<file path="config.mk">
export PLATFORM = sky130hd
export DESIGN_NAME = tap_sequencer
export DESIGN_NICKNAME = d
export VERILOG_FILES = /design/src/rtl/seq_pkg.sv /design/src/rtl/tap_sequencer_counter.sv /design/src/rtl/tap_sequencer.sv
export SDC_FILE = /design/constraint.sdc
export NUM_CORES = 1
export LEC_CHECK = 0
export CAP_MARGIN = 20
export CORE_AREA = 2 2 39 41
export CTS_BUF_LIST = sky130_fd_sc_hd__clkbuf_8
export DETAILED_ROUTE_END_ITERATION = 8
export DIE_AREA = 0 0 41 43
export PLACE_DENSITY = 0.5
export SETUP_SLACK_MARGIN = 0.02
export SLEW_MARGIN = 20
export SYNTH_ARGS = -nofsm -noshare
export SYNTH_HDL_FRONTEND = slang
export SYNTH_HIERARCHICAL = 1
export SYNTH_SLANG_ARGS = --single-unit
export TNS_END_PERCENT = 1
</file>
<file path="constraint.sdc">
create_clock -name clk -period 1.5 [get_ports clk]
set_input_delay 0.3 -clock clk [delete_from_list [all_inputs] [get_ports clk]]
set_output_delay 0.3 -clock clk [all_outputs]
set_load 0.02 [all_outputs]
</file>
<file path="src/rtl/seq_pkg.sv">
// Shared types and limits for the tap sequencer.
// MAX_NTAPS is the largest tap count the sequencer is built to handle.
package seq_pkg;

  typedef enum logic [1:0] {
    IDLE = 2'd0,
    MAC  = 2'd1,
    HOLD = 2'd2
  } seq_state_t;

  localparam int MAX_NTAPS = 256;

endpackage

</file>
<file path="src/rtl/tap_sequencer_counter.sv">
// Modulo-N tap counter.
// The counter wraps explicitly at N-1, so it never holds codes >= N when N is not a power of 2.
module tap_counter #(
  parameter  int N = 4,
  localparam int W = $clog2(N)
) (
  input  logic         clk,
  input  logic         reset,
  input  logic         inc,
  input  logic         clr,
  output logic [W-1:0] count,
  output logic         last
);

  logic [W-1:0] r_count;
  logic         w_last;

  assign w_last = (r_count == W'(N - 1));
  assign count  = r_count;
  assign last   = w_last;

  always_ff @(posedge clk) begin
    if (reset || clr) begin
      r_count <= '0;
    end else if (inc) begin
      r_count <= w_last ? '0 : r_count + W'(1);
    end
  end

endmodule

</file>
<file path="src/rtl/tap_sequencer.sv">
// Control sequencer for the multiply-accumulate datapath: one sample per handshake,
// NTAPS accumulate cycles, then the result is held until downstream takes it.
module tap_sequencer
  import seq_pkg::*;
#(
  parameter  int NTAPS      = 4,
  parameter  int CONTINUOUS = 0,
  localparam int SEL_W      = $clog2(NTAPS)
) (
  input  logic             clk,
  input  logic             reset,
  input  logic             enable,
  input  logic             in_valid,
  output logic             in_ready,
  output logic             load_sample,
  output logic [SEL_W-1:0] mux_sel,
  output logic             clear_accum,
  output logic             accum_en,
  output logic             out_valid,
  input  logic             out_ready,
  output logic             busy,
  output seq_state_t       dbg_state
);

  // Handshakes: a sample moves when in_valid & in_ready are both high on a rising
  // edge; a result moves when out_valid & out_ready are both high on a rising edge.
  // out_valid never drops before out_ready has been sampled high.

  seq_state_t       r_state;
  seq_state_t       w_next_state;
  logic [SEL_W-1:0] w_tap;
  logic             w_tap_last;
  logic             w_tap_inc;
  logic             w_accept;

  tap_counter #(
    .N (NTAPS)
  ) u_tap_counter (
    .clk   (clk),
    .reset (reset),
    .inc   (w_tap_inc),
    .clr   (w_accept),
    .count (w_tap),
    .last  (w_tap_last)
  );

  always_ff @(posedge clk) begin
    if (reset) begin
      r_state <= IDLE;
    end else begin
      r_state <= w_next_state;
    end
  end

  always_comb begin
    w_next_state = IDLE;
    in_ready     = 1'b0;
    load_sample  = 1'b0;
    clear_accum  = 1'b0;
    accum_en     = 1'b0;
    out_valid    = 1'b0;
    busy         = 1'b1;
    w_tap_inc    = 1'b0;
    w_accept     = 1'b0;

    case (r_state)
      IDLE: begin
        busy         = 1'b0;
        in_ready     = 1'b1;
        w_accept     = in_valid;
        load_sample  = in_valid;
        w_next_state = in_valid ? MAC : IDLE;
      end
      MAC: begin
        accum_en     = enable;
        clear_accum  = enable && (w_tap == '0);
        w_tap_inc    = enable;
        w_next_state = (enable && w_tap_last) ? HOLD : MAC;
      end
      HOLD: begin
        out_valid    = 1'b1;
        w_next_state = HOLD;
        if (CONTINUOUS != 0) begin
          // Back-to-back mode: the result leaving frees the slot for the next sample.
          in_ready    = out_ready;
          w_accept    = out_ready && in_valid;
          load_sample = out_ready && in_valid;
        end
        if (out_ready) begin
          w_next_state = ((CONTINUOUS != 0) && in_valid) ? MAC : IDLE;
        end
      end
      default: begin
        w_next_state = IDLE;
      end
    endcase
  end

  assign mux_sel   = w_tap;
  assign dbg_state = r_state;

endmodule

</file>
**After elaboration in Yosys (flattened, before gate mapping)**

Cells that the tools add are included.

- Reductions and logical operators: 5
- Mux-type cells: 11
- Equality and inequality tests: 3
- Add/subtract/negate cells: 1

Operators by type and width:

| operator | number |
|---|---|
| $mux W1 | 7 |
| $mux W2 | 3 |
| $pmux W2 S3 | 1 |
| $eq A2 B2 Y1 const B | 2 |
| $logic_not A2 Y1 | 2 |
| $add A2 B1 Y2 const B | 1 |
| $eq A2 B1 Y1 const B | 1 |
| $logic_and A1 B1 Y1 | 2 |
| $logic_or A1 B1 Y1 | 1 |

- Logic and storage cells: 22
- Flip-flop bits (word level): 4
- Input port bits: 5
- Output and inout port bits: 10

**Logic depth before layout (Yosys ltp)**

- Word-level depth: 4
- Mapped depth: 4
- Depth with buffers taken out: 4

**Hierarchy**

Netlist, hierarchy kept.

By module, submodules not included:

| module | times used | cells each | area each (um^2) | sequential area each (um^2) |
|---|---|---|---|---|
| tap_sequencer | 1 | 15 | 112.6 | 40.0 |
| tap_counter | 1 | 8 | 95.1 | 40.0 |

**Least setup slack after synthesis**

No wires, ideal clock.

- Path kind: reg2reg
- Start point: register r_state[0] (netlist: dbg_state[0])
- End point: register u_tap_counter.r_count[0] (netlist: u_tap_counter/count[0])
- Data arrival time: 1.571 ns
- Data required time: 1.421 ns
- Setup slack: -0.151 ns
- Library setup time: 0.079 ns
- Cell stages (with the launch flop): 5
- Buffers on the path: 0
- Period minus slack after synthesis: 1.651 ns
- Cells stage by stage: dfxtp_1 -> nand2_1 -> nor2_1 -> or3b_1 -> a211oi_2

- Elaborated cells on any way between the ends: 5

RTL lines:

| item | line | RTL |
|---|---|---|
| start, declared | tap_sequencer.sv:29 | `seq_state_t r_state;` |
| start signal, assigned | tap_sequencer.sv:51 | `r_state <= w_next_state;` |
| $eq A2 B1 Y1 | -- |  |
| $mux W1 | -- |  |
| named net accum_en | tap_sequencer.sv:18 | `output logic accum_en,` |
| end signal, assigned | tap_sequencer_counter.sv:26 | `r_count <= w_last ? '0 : r_count + W'(1);` |
| end, declared | tap_sequencer_counter.sv:15 | `logic [W-1:0] r_count;` |

The timed path passes the listed nets, and every way through them passes these cells.
A chain may end at the register's enable or synchronous reset.

**Worst setup path in the final report**

- Start point: register r_state[0] (netlist: dbg_state[0])
- End point: output out_valid

- Longest elaborated chain between the ends: 2

Ends and longest elaborated chain:

| item | line | RTL |
|---|---|---|
| $eq A2 B2 Y1 | tap_sequencer.sv:66 | `case (r_state)` |
| $mux W1 | tap_sequencer.sv:66 |  |
| end, declared | tap_sequencer.sv:19 | `output logic out_valid,` |

Every way passes these cells.

==> results by group <==
Pwr
  – Flop pwr share: 27.2%
  – Part of the power in the clock network: 54.5%
  – Sw power: 0.0000990 W
  – Static leakage: 0.240 nW
  – Combinational power share: between 10% and 20%
  – Max VDD drop: ~340 uV
  – Int Power: 0.000323 W
  – Power Dens Cells: 871 nW/um2
  – Sw Share: 23.5%

Clocking
  – Worst skew pair latency: 0.22 ns
  – Postcts setup bufs: 0
  – Clk sinks: 4
  – CTS Buffer Depth: 2
  – Htree depth: 1
  – Num CTS Buffers: 3
  – CTS root buf: clkbuf_8
  – Clock-pin transition on the worst setup and hold timing paths: 0.03 ns
  – CTS tree: done

Floorplan
  – Chip Height: 43 um
  – I/O pins: 15
  – Die X: ~41 um
  – Core area: 1380 um2
  – Rows: 14
  – Starting density of the core: 15.0%
  – Die area: 1760 um2

STA
  – WHS: approximately 0.52 ns
  – Crit share post-route: approximately 94%
  – Fin crit period: around 1.4 ns
  – Final setup vio count: 0
  – Slew @ Worst Pin: 0.186 ns
  – Final WS setup: 0.0957 ns
  – Slew Viols, Final: 0
  – RSZ-0062 raised after global routing: no
  – Max Fclk: 712 MHz
  – Clock Skew: 0.000954 ns
  – Slew HR: between 80% and 90%
  – Fin. Hold Viols: 0
  – Post-Route Setup TNS: 0 ns

Final layout
  – Fin area: 484 um2
  – Multi-input gate area: 146 um2
  – Area Overhead vs Synth: 133%
  – Total Nets Final: 57
  – # diodes: 0
  – Register area: 85.1 um2
  – Fillers: 153
  – Share of cells above drive strength 1: 46.9%

Drt
  – Vias: 265
  – Routed WL per cell: ~9.2 um
  – DRC viols: 0
  – DR pass1 iterations: 2
  – Drt initial violations: 1
  – DR vias/cell: 4.08
  – WL final: approximately 600 um
  – Number of routed nets with antenna violations: 0

Global routing
  – Grt met3 use: under 10%
  – GR Overflow Total: 0
  – Global Route met2 Usage: 11.6%
  – Largest net degree at the start of global routing: 9
  – Vias in the first global route: 274
  – Met1 usage: approximately a tenth
  – Most Crowded Layer GR: met4
  – Antenna violations before repair: 0
  – GRT Resource Usage Total: 9.54%
  – First-pass GRT wire length: 1010 um

Logic synthesis
  – Post-Syn Instances: 23
  – Synthesized flop and latch total: 4
  – Mapped Nets: 29
  – Ys Warns: 6
  – Unique masters post-synth: 16
  – Synth Area per Inst: 9.03 um2
  – Synth Cell Area: 208 um2
  – Seq/Total Area, Yosys: 38.6%

Critical path
  – CP Max Fanout: 6
  – Crit path largest cell delay: 0.35 ns
  – Worst-path cell with the longest stage delay: dfxtp_4
  – Crit end category: output port
  – CP delay by family, top: buffers and inverters
  – Setup CP Type: reg -> out
  – Crit path launch type: flop
  – Crit path buf inv count: 2
  – Cell Chain, Critical Path: buf_4 -> nor2b_1 -> clkdlybuf4s15_1
  – Critical Path RT: 1.20 ns
  – Worst Setup SP: dbg_state[0]$_SDFF_PP0_
  – CP Data Arrival Time: 1.10 ns
  – Reg2reg start: dbg_state[1]$_SDFF_PP0_

Run status
  – Status: completed

Placement
  – Post-place setup slack: -0.460 ns
  – IO Port Bufs: 14
  – Placed Area: 444 um2
  – Final GP Congestion: between 0.6 and 0.7
  – DPL Wire Length: 462 um

Min path
  – Hold Startpoint: dbg_state[1]$_SDFF_PP0_
  – Type of the worst min-delay path: reg -> reg

Job
  – Max-cap viol count: 0
## stage by stage
step | util, % | std cells | total power, W
finish | 35.0 | 65 | 0.000422
global route | 35.0 | 65 | 0.000447
CTS | 34.0 | 65 | 0.000428
detailed placement | 32.1 | 62 | 0.000200
global placement | 32.1 | 62 | 0.000200
floorplan | - | 23 | 0.000146
## cell usage in the layout, fill, tap and decap left out, drive strengths merged
master         instances
dlymetal6s2s           1
inv                    1
a211oi                 1
buf                   12
dlygate4sd2            4
nor2                   3
and3                   1
nand2                  1
nor3                   1
nor4                   2
nand2b                 1
dfxtp                  4
clkdlybuf4s15          2
mux2i                  1
a21oi                  1
nor2b                  1
ha                     1
clkdlybuf4s50          3
and2                   1
clkbuf                 4
nand4b                 1
or3b                   2
## metal layers
layer / wire [um] / up-vias
met2: 259 / 11
li1: - / 137
met1: 251 / 114
met4: 31 / 0
met3: 58 / 3
met5: 0 / -
## cells by family after synthesis
group,after synthesis,synth area share [%]
and+or+nand+nor,14,40.4
DFF,4,38.6
AOI/OAI and AO/OA,2,8.43
buffers and inverters,1,1.81
muxes,1,4.82
adders and majority gates,1,6.02
## synth_stat cells, drive strengths merged
library cell / instances / share of area, %
nand2: 1 / 1.8
and2: 1 / 3.0
nor4: 2 / 6.0
a21oi: 1 / 2.4
nor3: 1 / 2.4
nor2b: 1 / 3.0
nand2b: 1 / 3.0
or3b: 2 / 8.4
and3: 1 / 3.0
mux2i: 1 / 4.8
dfxtp: 4 / 39
a211oi: 1 / 6.0
ha: 1 / 6.0
nor2: 3 / 5.4
nand4b: 1 / 4.2
inv: 1 / 1.8
## cell type report
cell class              count  share of cell area (%)
repair buffers             23                    38.8
multi-input cells          18                    30.2
flip-flops and latches      4                    17.6
clock buffers               3                    8.53
well taps                  16                    4.13
inverters                   1                   0.775
## worst paths after layout
kind	depth (start not counted)	slack (ns)	endpoint
min	1	0.52	dbg_state[0]$_SDFF_PP0_
max	3	0.1	out_valid
max reg2reg	5	0.17	u_tap_counter/count[0]$_SDFFE_PP0P_
min reg2reg	1	0.52	dbg_state[0]$_SDFF_PP0_
## flip-flops by register name (all words and copies together) (netlist names)
register / flops
dbg_state: 2
u_tap_counter/count: 2
## power by group through the flow
stage / clock (W) / combinational, W / sequential (W)
3_5_place_dp: 0 / 0.0000845 / 0.000115
2_1_floorplan: 0 / 0.0000261 / 0.000120
3_3_place_gp: 0 / 0.0000842 / 0.000116
4_1_cts: 0.000237 / 0.0000768 / 0.000114
6_report: 0.000230 / 0.0000772 / 0.000115
5_1_grt: 0.000247 / 0.0000842 / 0.000116
## timing repair
item | 4_1_cts | 5_1_grt
gates resized for setup | 21 | 11
hold buffers | 0 | 0
hold endpoints to repair | 0 | 0
setup endpoints to repair | 11 | 7
pin swaps | 0 | 1
(Power assumes the default switching activity.)
